===== config.mk =====
export PLATFORM = sky130hd
export DESIGN_NAME = alu_req_arbiter
export DESIGN_NICKNAME = d
export VERILOG_FILES = /design/src/rtl/alu_req_arbiter.sv
export SDC_FILE = /design/constraint.sdc
export NUM_CORES = 1
export LEC_CHECK = 0
export BUFFER_PORTS_ARGS = -buffer_cell sky130_fd_sc_hd__buf_4
export CAP_MARGIN = 30
export CORE_MARGIN = 1.5
export CORE_UTILIZATION = 44
export CTS_CLUSTER_DIAMETER = 30
export DETAILED_ROUTE_END_ITERATION = 7
export PLACE_DENSITY = 0.79
export SETUP_SLACK_MARGIN = 0.05
export SLEW_MARGIN = 20
export SYNTH_ARGS = -nofsm -noshare
export SYNTH_HDL_FRONTEND = slang
export SYNTH_SLANG_ARGS = --single-unit

===== constraint.sdc =====
create_clock -name clk -period 4.05 [get_ports clk]
set_input_delay 0.6075 -clock clk [delete_from_list [all_inputs] [get_ports clk]]
set_output_delay 0.6075 -clock clk [all_outputs]
set_load 0.05 [all_outputs]

===== src/rtl/alu_req_arbiter.sv =====
// Two-requester round-robin front end for the shared 4-bit add/sub units.
// It also contains a private shift-add multiplier; results return tagged with the requester id.
module alu_req_arbiter #(
   parameter int W = 4
) (
   input  logic           clk,
   input  logic           rst,
   input  logic           req0_valid,
   output logic           req0_ready,
   input  logic [1:0]     req0_op,
   input  logic [W-1:0]   req0_a,
   input  logic [W-1:0]   req0_b,
   input  logic           req1_valid,
   output logic           req1_ready,
   input  logic [1:0]     req1_op,
   input  logic [W-1:0]   req1_a,
   input  logic [W-1:0]   req1_b,
   output logic           add_en,
   output logic           sub_en,
   output logic [W-1:0]   unit_a,
   output logic [W-1:0]   unit_b,
   input  logic [2*W-1:0] add_out,
   input  logic [2*W-1:0] sub_out,
   output logic           res_valid,
   input  logic           res_ready,
   output logic [2*W-1:0] res_data,
   output logic           res_id,
   output logic           res_err
);
   localparam logic [1:0] IDLE = 2'd0, EXEC = 2'd1, MUL = 2'd2, DONE = 2'd3;
   localparam logic [1:0] OP_ADD = 2'b00, OP_SUB = 2'b01, OP_MUL = 2'b10;
   localparam int CW = $clog2(W + 1);

   logic [1:0]     state;
   logic           ptr;
   logic           grant0, grant1, accept, win_id;
   logic [1:0]     op_r, win_op;
   logic [W-1:0]   a_r, b_r, win_a, win_b, mplier;
   logic [2*W-1:0] acc, mcand, acc_next;
   logic [CW-1:0]  cnt;

   // ptr=0 favours requester 0 when both are valid
   assign grant0     = req0_valid & (~req1_valid | ~ptr);
   assign grant1     = req1_valid & (~req0_valid | ptr);
   assign req0_ready = (state == IDLE) & ~rst & grant0;
   assign req1_ready = (state == IDLE) & ~rst & grant1;
   assign accept     = req0_ready | req1_ready;
   assign win_id     = req1_ready;
   assign win_op     = win_id ? req1_op : req0_op;
   assign win_a      = win_id ? req1_a  : req0_a;
   assign win_b      = win_id ? req1_b  : req0_b;

   // Shared unit buses are only driven during the single EXEC cycle
   assign add_en    = (state == EXEC) & (op_r == OP_ADD);
   assign sub_en    = (state == EXEC) & (op_r == OP_SUB);
   assign unit_a    = (state == EXEC) ? a_r : '0;
   assign unit_b    = (state == EXEC) ? b_r : '0;
   assign res_valid = (state == DONE);

   assign acc_next = acc + (mplier[0] ? mcand : '0);

   always_ff @(posedge clk) begin
      if (rst) begin
         state    <= IDLE;
         ptr      <= 1'b0;
         res_data <= '0;
         res_id   <= 1'b0;
         res_err  <= 1'b0;
      end else begin
         case (state)
            IDLE: begin
               if (accept) begin
                  op_r    <= win_op;
                  a_r     <= win_a;
                  b_r     <= win_b;
                  res_id  <= win_id;
                  res_err <= 1'b0;
                  ptr     <= ~win_id;
                  case (win_op)
                     OP_ADD, OP_SUB: state <= EXEC;
                     OP_MUL: begin
                        state  <= MUL;
                        acc    <= '0;
                        mcand  <= {{W{1'b0}}, win_a};
                        mplier <= win_b;
                        cnt    <= '0;
                     end
                     default: begin
                        state    <= DONE;
                        res_data <= '0;
                        res_err  <= 1'b1;
                     end
                  endcase
               end
            end
            EXEC: begin
               res_data <= (op_r == OP_SUB) ? sub_out : add_out;
               state    <= DONE;
            end
            MUL: begin
               acc    <= acc_next;
               mcand  <= mcand << 1;
               mplier <= mplier >> 1;
               cnt    <= cnt + CW'(1);
               if (cnt == CW'(W - 1)) begin
                  res_data <= acc_next;
                  state    <= DONE;
               end
            end
            default: begin
               if (res_ready) state <= IDLE;
            end
         endcase
      end
   end
endmodule


Word level (Yosys, flattened, before mapping)
Cells that the tools add are included.
- input port bits: 41
- logic and storage cells: 82
- bits in registers: 46
- output and inout port bits: 23
- $add $sub $neg: 2
- reduce and logical (&&, ||, !) cells: 13
- muxes and demuxes: 29
- equal/unequal tests: 11
- bitwise logic cells: 15
- operator list (cell ; number):
    8-bit 2-to-1 mux ; 9
    8-bit one-hot mux with 2 select lines ; 2
    4-bit 2-to-1 mux ; 6
    8-bit one-hot mux with 3 select lines ; 1
    8-bit adder ; 1
    2-bit 2-to-1 mux ; 4
    4-bit one-hot mux with 2 select lines ; 1
    4-bit AND reduction ; 2
    1-bit AND ; 7
    2-bit by 1-bit == test with 1-bit output, second input constant ; 3
    2-bit == test, second input constant ; 3
    2-bit zero test ; 3
    3-bit 2-to-1 mux ; 2
    2-bit inequality test, second input constant ; 3
    2-bit one-hot mux with 3 select lines ; 1
    3-bit one-hot mux with 2 select lines ; 1
    3-bit AND reduction ; 2
    1-bit NOT ; 5
    2-bit one-hot mux with 2 select lines ; 1
    4-bit nonzero test ; 1
    3-bit by 1-bit adder with 3-bit output, second input constant ; 1
    3-bit by 2-bit == test with 1-bit output, second input constant ; 1
    1-bit OR ; 3
    3-bit nonzero test ; 1
    6 further kinds ; 6

Longest topological paths before layout
- depth in word-level cells: 10
- mapped depth: 9
- depth with buffers taken out: 8

Worst setup path before layout
No wires, ideal clock.
- kind: in2reg
- from: input rst
- to: register acc[0], enable pin
- required time: 3.608 ns
- setup slack: 0.263 ns
- stages: 7
- data arrival time: 3.345 ns
- path through: buf_6 -> nor2b_2 -> and3_4 -> buf_6 -> buf_6 -> mux2i_1 -> a221oi_1
- cells in the longest elaborated chain, start to end: 7
- elaborated cells between the ends (all ways): 10
- classes of those cells: 3 x eq/ne; 1 x mux; 5 x bitwise; 1 x reduce/logical
- RTL lines (what ; line ; RTL):
    start, declared ; 7 ; input logic rst,
    1-bit NOT (no source line) (*) ; -- ;
    1-bit AND (*) (2 in a row) ; 46 ; assign req1_ready = (state == IDLE) & ~rst & grant1;
    via req1_ready ; 14 ; output logic req1_ready,
    2-bit 2-to-1 mux ; 49 ; assign win_op = win_id ? req1_op : req0_op;
    2-bit == test ; 79 ; case (win_op)
    2-bit by 1-bit inequality test with 1-bit output (no source line) ; -- ;
    4-bit AND reduction (no source line) (*) ; -- ;
    end signal, assigned ; 101 ; acc <= acc_next;
    end, declared ; 39 ; logic [2*W-1:0] acc, mcand, acc_next;
Mark *: on every way through the listed nets, which the timed path passes. The rest lies on a longest branch.
A chain may end at the register's enable or synchronous reset.

Worst setup path in the final report
- from: register state[0]
- to: output req1_ready
- cells in the longest elaborated chain, start to end: 3
- RTL lines (what ; line ; RTL):
    start, declared ; 34 ; logic [1:0] state;
    start signal, assigned ; 64 ; state <= IDLE;
    start signal, assigned ; 80 ; OP_ADD, OP_SUB: state <= EXEC;
    start signal, assigned ; 82 ; state <= MUL;
    2-bit zero test ; 46 ;
    1-bit AND (2 in a row) ; 46 ;
    end, declared ; 14 ;
Every way passes these cells.

==> results.cfg <==
[worst_setup_path]
critPathArrivalTime_ns = 2.08
crit_family = simple AND/OR/NAND/NOR gates
worstPathCellList = inv_1, ha_1, nor2b_2, and3_4, buf_4
cp_slowest_cell = ha_1
start_kind = flip-flop
critical_path_buf_inv_count = 2
crit_path_max_fanout = 17
critical_path.max_stage_delay_ns = 0.43
end_kind = primary output
critPathRequiredTime_ns = 3.44
path_class = reg2out

[place]
numPortBuffers = 63
pre_cts_ws_ns = 1.46
dp_hpwl_um = 4260
place_congestion = 0.833
place_area_um2 = 3250

[clock_tree]
clock-root-buffer = clkbuf_8
clk_pin_slew_ns = 0.09
cts_tree = built
cts_setup_buffers = 0
clk_latency_ns = 0.30
cts_buffers = 5
cts_sinks = 46
h-tree-depth = 2
clk_path_buf_depth = 2
cts_hold_buf = 0
cts-resized-gates = 0

[die]
fp.coreArea_um2 = 5960
ios = 64
die_w_um = 81.8
rows = 28
die_h_um = 81.8
start_util = 0.459
fp.dieArea_um2 = 6700

[grt]
grt_max_degree = 35
gr-total-overflow = 0
grt.total_usage = 0.187
grt_pass1_wl_um = 9690
antenna_found_initial = 0
grt_pass1_vias = 2137

[worst_hold_path]
hp-class = reg2reg

[power]
p_per_area_nw_per_um2 = 462
power.ir.vdd_worst_mv = 0.259
p_leak_nw = 1.34
finalPower_mw = 1.54

[sta]
drv_slew = 0
max_freq_mhz = 373
fin_crit_ns = 2.68
max_slew.worst_pin.slew_ns = 0.800
finalSetupTns_ns = 0
relSlewSlack = 0.463
skew_ns = 0.00662
rsz0062_at_grt = no
setup_slack_ns = 1.37
fin_crit_sh = 0.662
hold_violations = 0
setup_viol = 0

[layout]
post-route-util = 0.561
final_area_um2 = 3340
n_fill_cell = 534
drive_above_1_share = 0.317
fin_nets = 360
syn_to_final_growth_pct = 22.2
diodes = 0

[yosys]
synthesis.area_um2 = 2730
synth_area_leaders = edfxtp_1 36%, dfxtp_1 9.5%, ha_1 5.9%, and2_1 5.7%, mux2_2 4.1%
yosys_warnings = 0
synthTopCellsByCount = 33 x edfxtp_1, 25 x and2_1
yosys.area.top_type = edfxtp_1
synth_area_per_cell_um2 = 11.2
synth_edf_count = 33
yosysSeqAreaShare = 0.458
synth_top_area_frac = 0.362
synthArstFlopShare = 0
ys_ff_latch = 46
synth_cell_types = 53
syn_nets = 300
netlist_instances = 245
synth-main-ff-cell = edfxtp_1
synth_most_common_cell = edfxtp_1

[flow_run]
max_cap_viol_count = 0

[outcome]
status = complete, no violations

[drt]
first_pass_iters = 4
vias = 2100
route.detailed.drc = 0
drt_wl_total_um = 5750
final_antenna_net_count = 0
drtIter0Drc = 162
wire_per_inst_um = 15.1
avgViaCountPerCell = 5.51
## per-stage QoR
stage / cells / hold WS, ns
2_1_floorplan: 245 / 0.462
3_3_place_gp: 373 / 0.463
3_5_place_dp: 373 / 0.465
4_1_cts: 381 / 0.477
5_1_grt: 381 / 0.495
6_report: 381 / 0.475
## routing by layer
layer	track usage	up-vias	share of wire
li1	-	1029	-
met2	0.331	68	0.52
met4	0.0305	0	0.0059
met1	0.241	999	0.42
met5	0	-	0
met3	0.0333	4	0.054
## cell families after synthesis
kind of cell,Yosys count,synth area share
and+or+nand+nor,86,0.190
AOI/OAI and AO/OA,46,0.118
DFF,46,0.458
muxes,28,0.117
buffers and inverters,22,0.0403
adders and majority gates,14,0.0668
xor gates and xnor gates,3,0.00961
## power breakdown
| part | switching, mW | internal [mW] | total (mW) |
|---|---|---|---|
| clock network | 0.158 | 0.121 | 0.280 |
| logic | 0.389 | 0.244 | 0.633 |
| registers | 0.0318 | 0.599 | 0.631 |
## worst reg2reg max path, cell delays in order, from the launching register on
cell and delay, ns:
dfxtp_1 0.34, inv_1 0.10, ha_1 0.43, nor2b_2 0.26, and3_4 0.38, mux2i_1 0.16
a221oi_2 0.28, buf_4 0.33
## flip-flops by register name, summed over array words and instances, names as in the netlist
register / flops
mplier: 4
ptr: 1
mcand: 8
res_data: 8
op_r: 2
state: 2
b_r: 4
res_err: 1
a_r: 4
res_id: 1
cnt: 3
acc: 8
## cells in the final DEF (no fill, tap or decap), types with 3 or more instances in the layout
cell type and count:
mux2_4 3, inv_1 10, mux2_1 7, a211oi_1 4, xor2_1 3, edfxtp_1 33, a21oi_1 13, a311oi_1 3
and2_1 25, o21ai_0 6, clkbuf_8 5, ha_1 12, mux2i_1 7, mux2_2 10, nand2_1 7, dfxtp_1 13
nand3_1 8, o221ai_1 4, nor2_1 13, nor2b_1 8, nor3_1 4, buf_4 65, o32ai_1 4
## area by class of cell
type                       count  area [um2]  share of cell area
clock buffer                   5        68.8              0.0206
clock inverter                 3        21.3             0.00636
inverter                      10        37.5              0.0112
multi-input combinational    177        1380               0.413
sequential                    46        1250               0.374
tap                           75        93.8              0.0281
timing repair buffer          65         488               0.146
## worst paths after layout
| path | start | end | slack (ns) | cells past startpoint |
|---|---|---|---|---|
| worst max-delay path | state[0]$_SDFFE_PP0P_ | req1_ready | 1.37 | 5 |
| worst min register to register | res_data[2]$_SDFFE_PP0P_ | res_data[2]$_SDFFE_PP0P_ | 0.48 | 2 |
| worst min-delay path | res_data[2]$_SDFFE_PP0P_ | res_data[2]$_SDFFE_PP0P_ | 0.48 | 2 |
| worst max register to register | state[0]$_SDFFE_PP0P_ | mcand[4]$_SDFFCE_PN0P_ | 1.42 | 7 |
(Power assumes the default switching activity.)
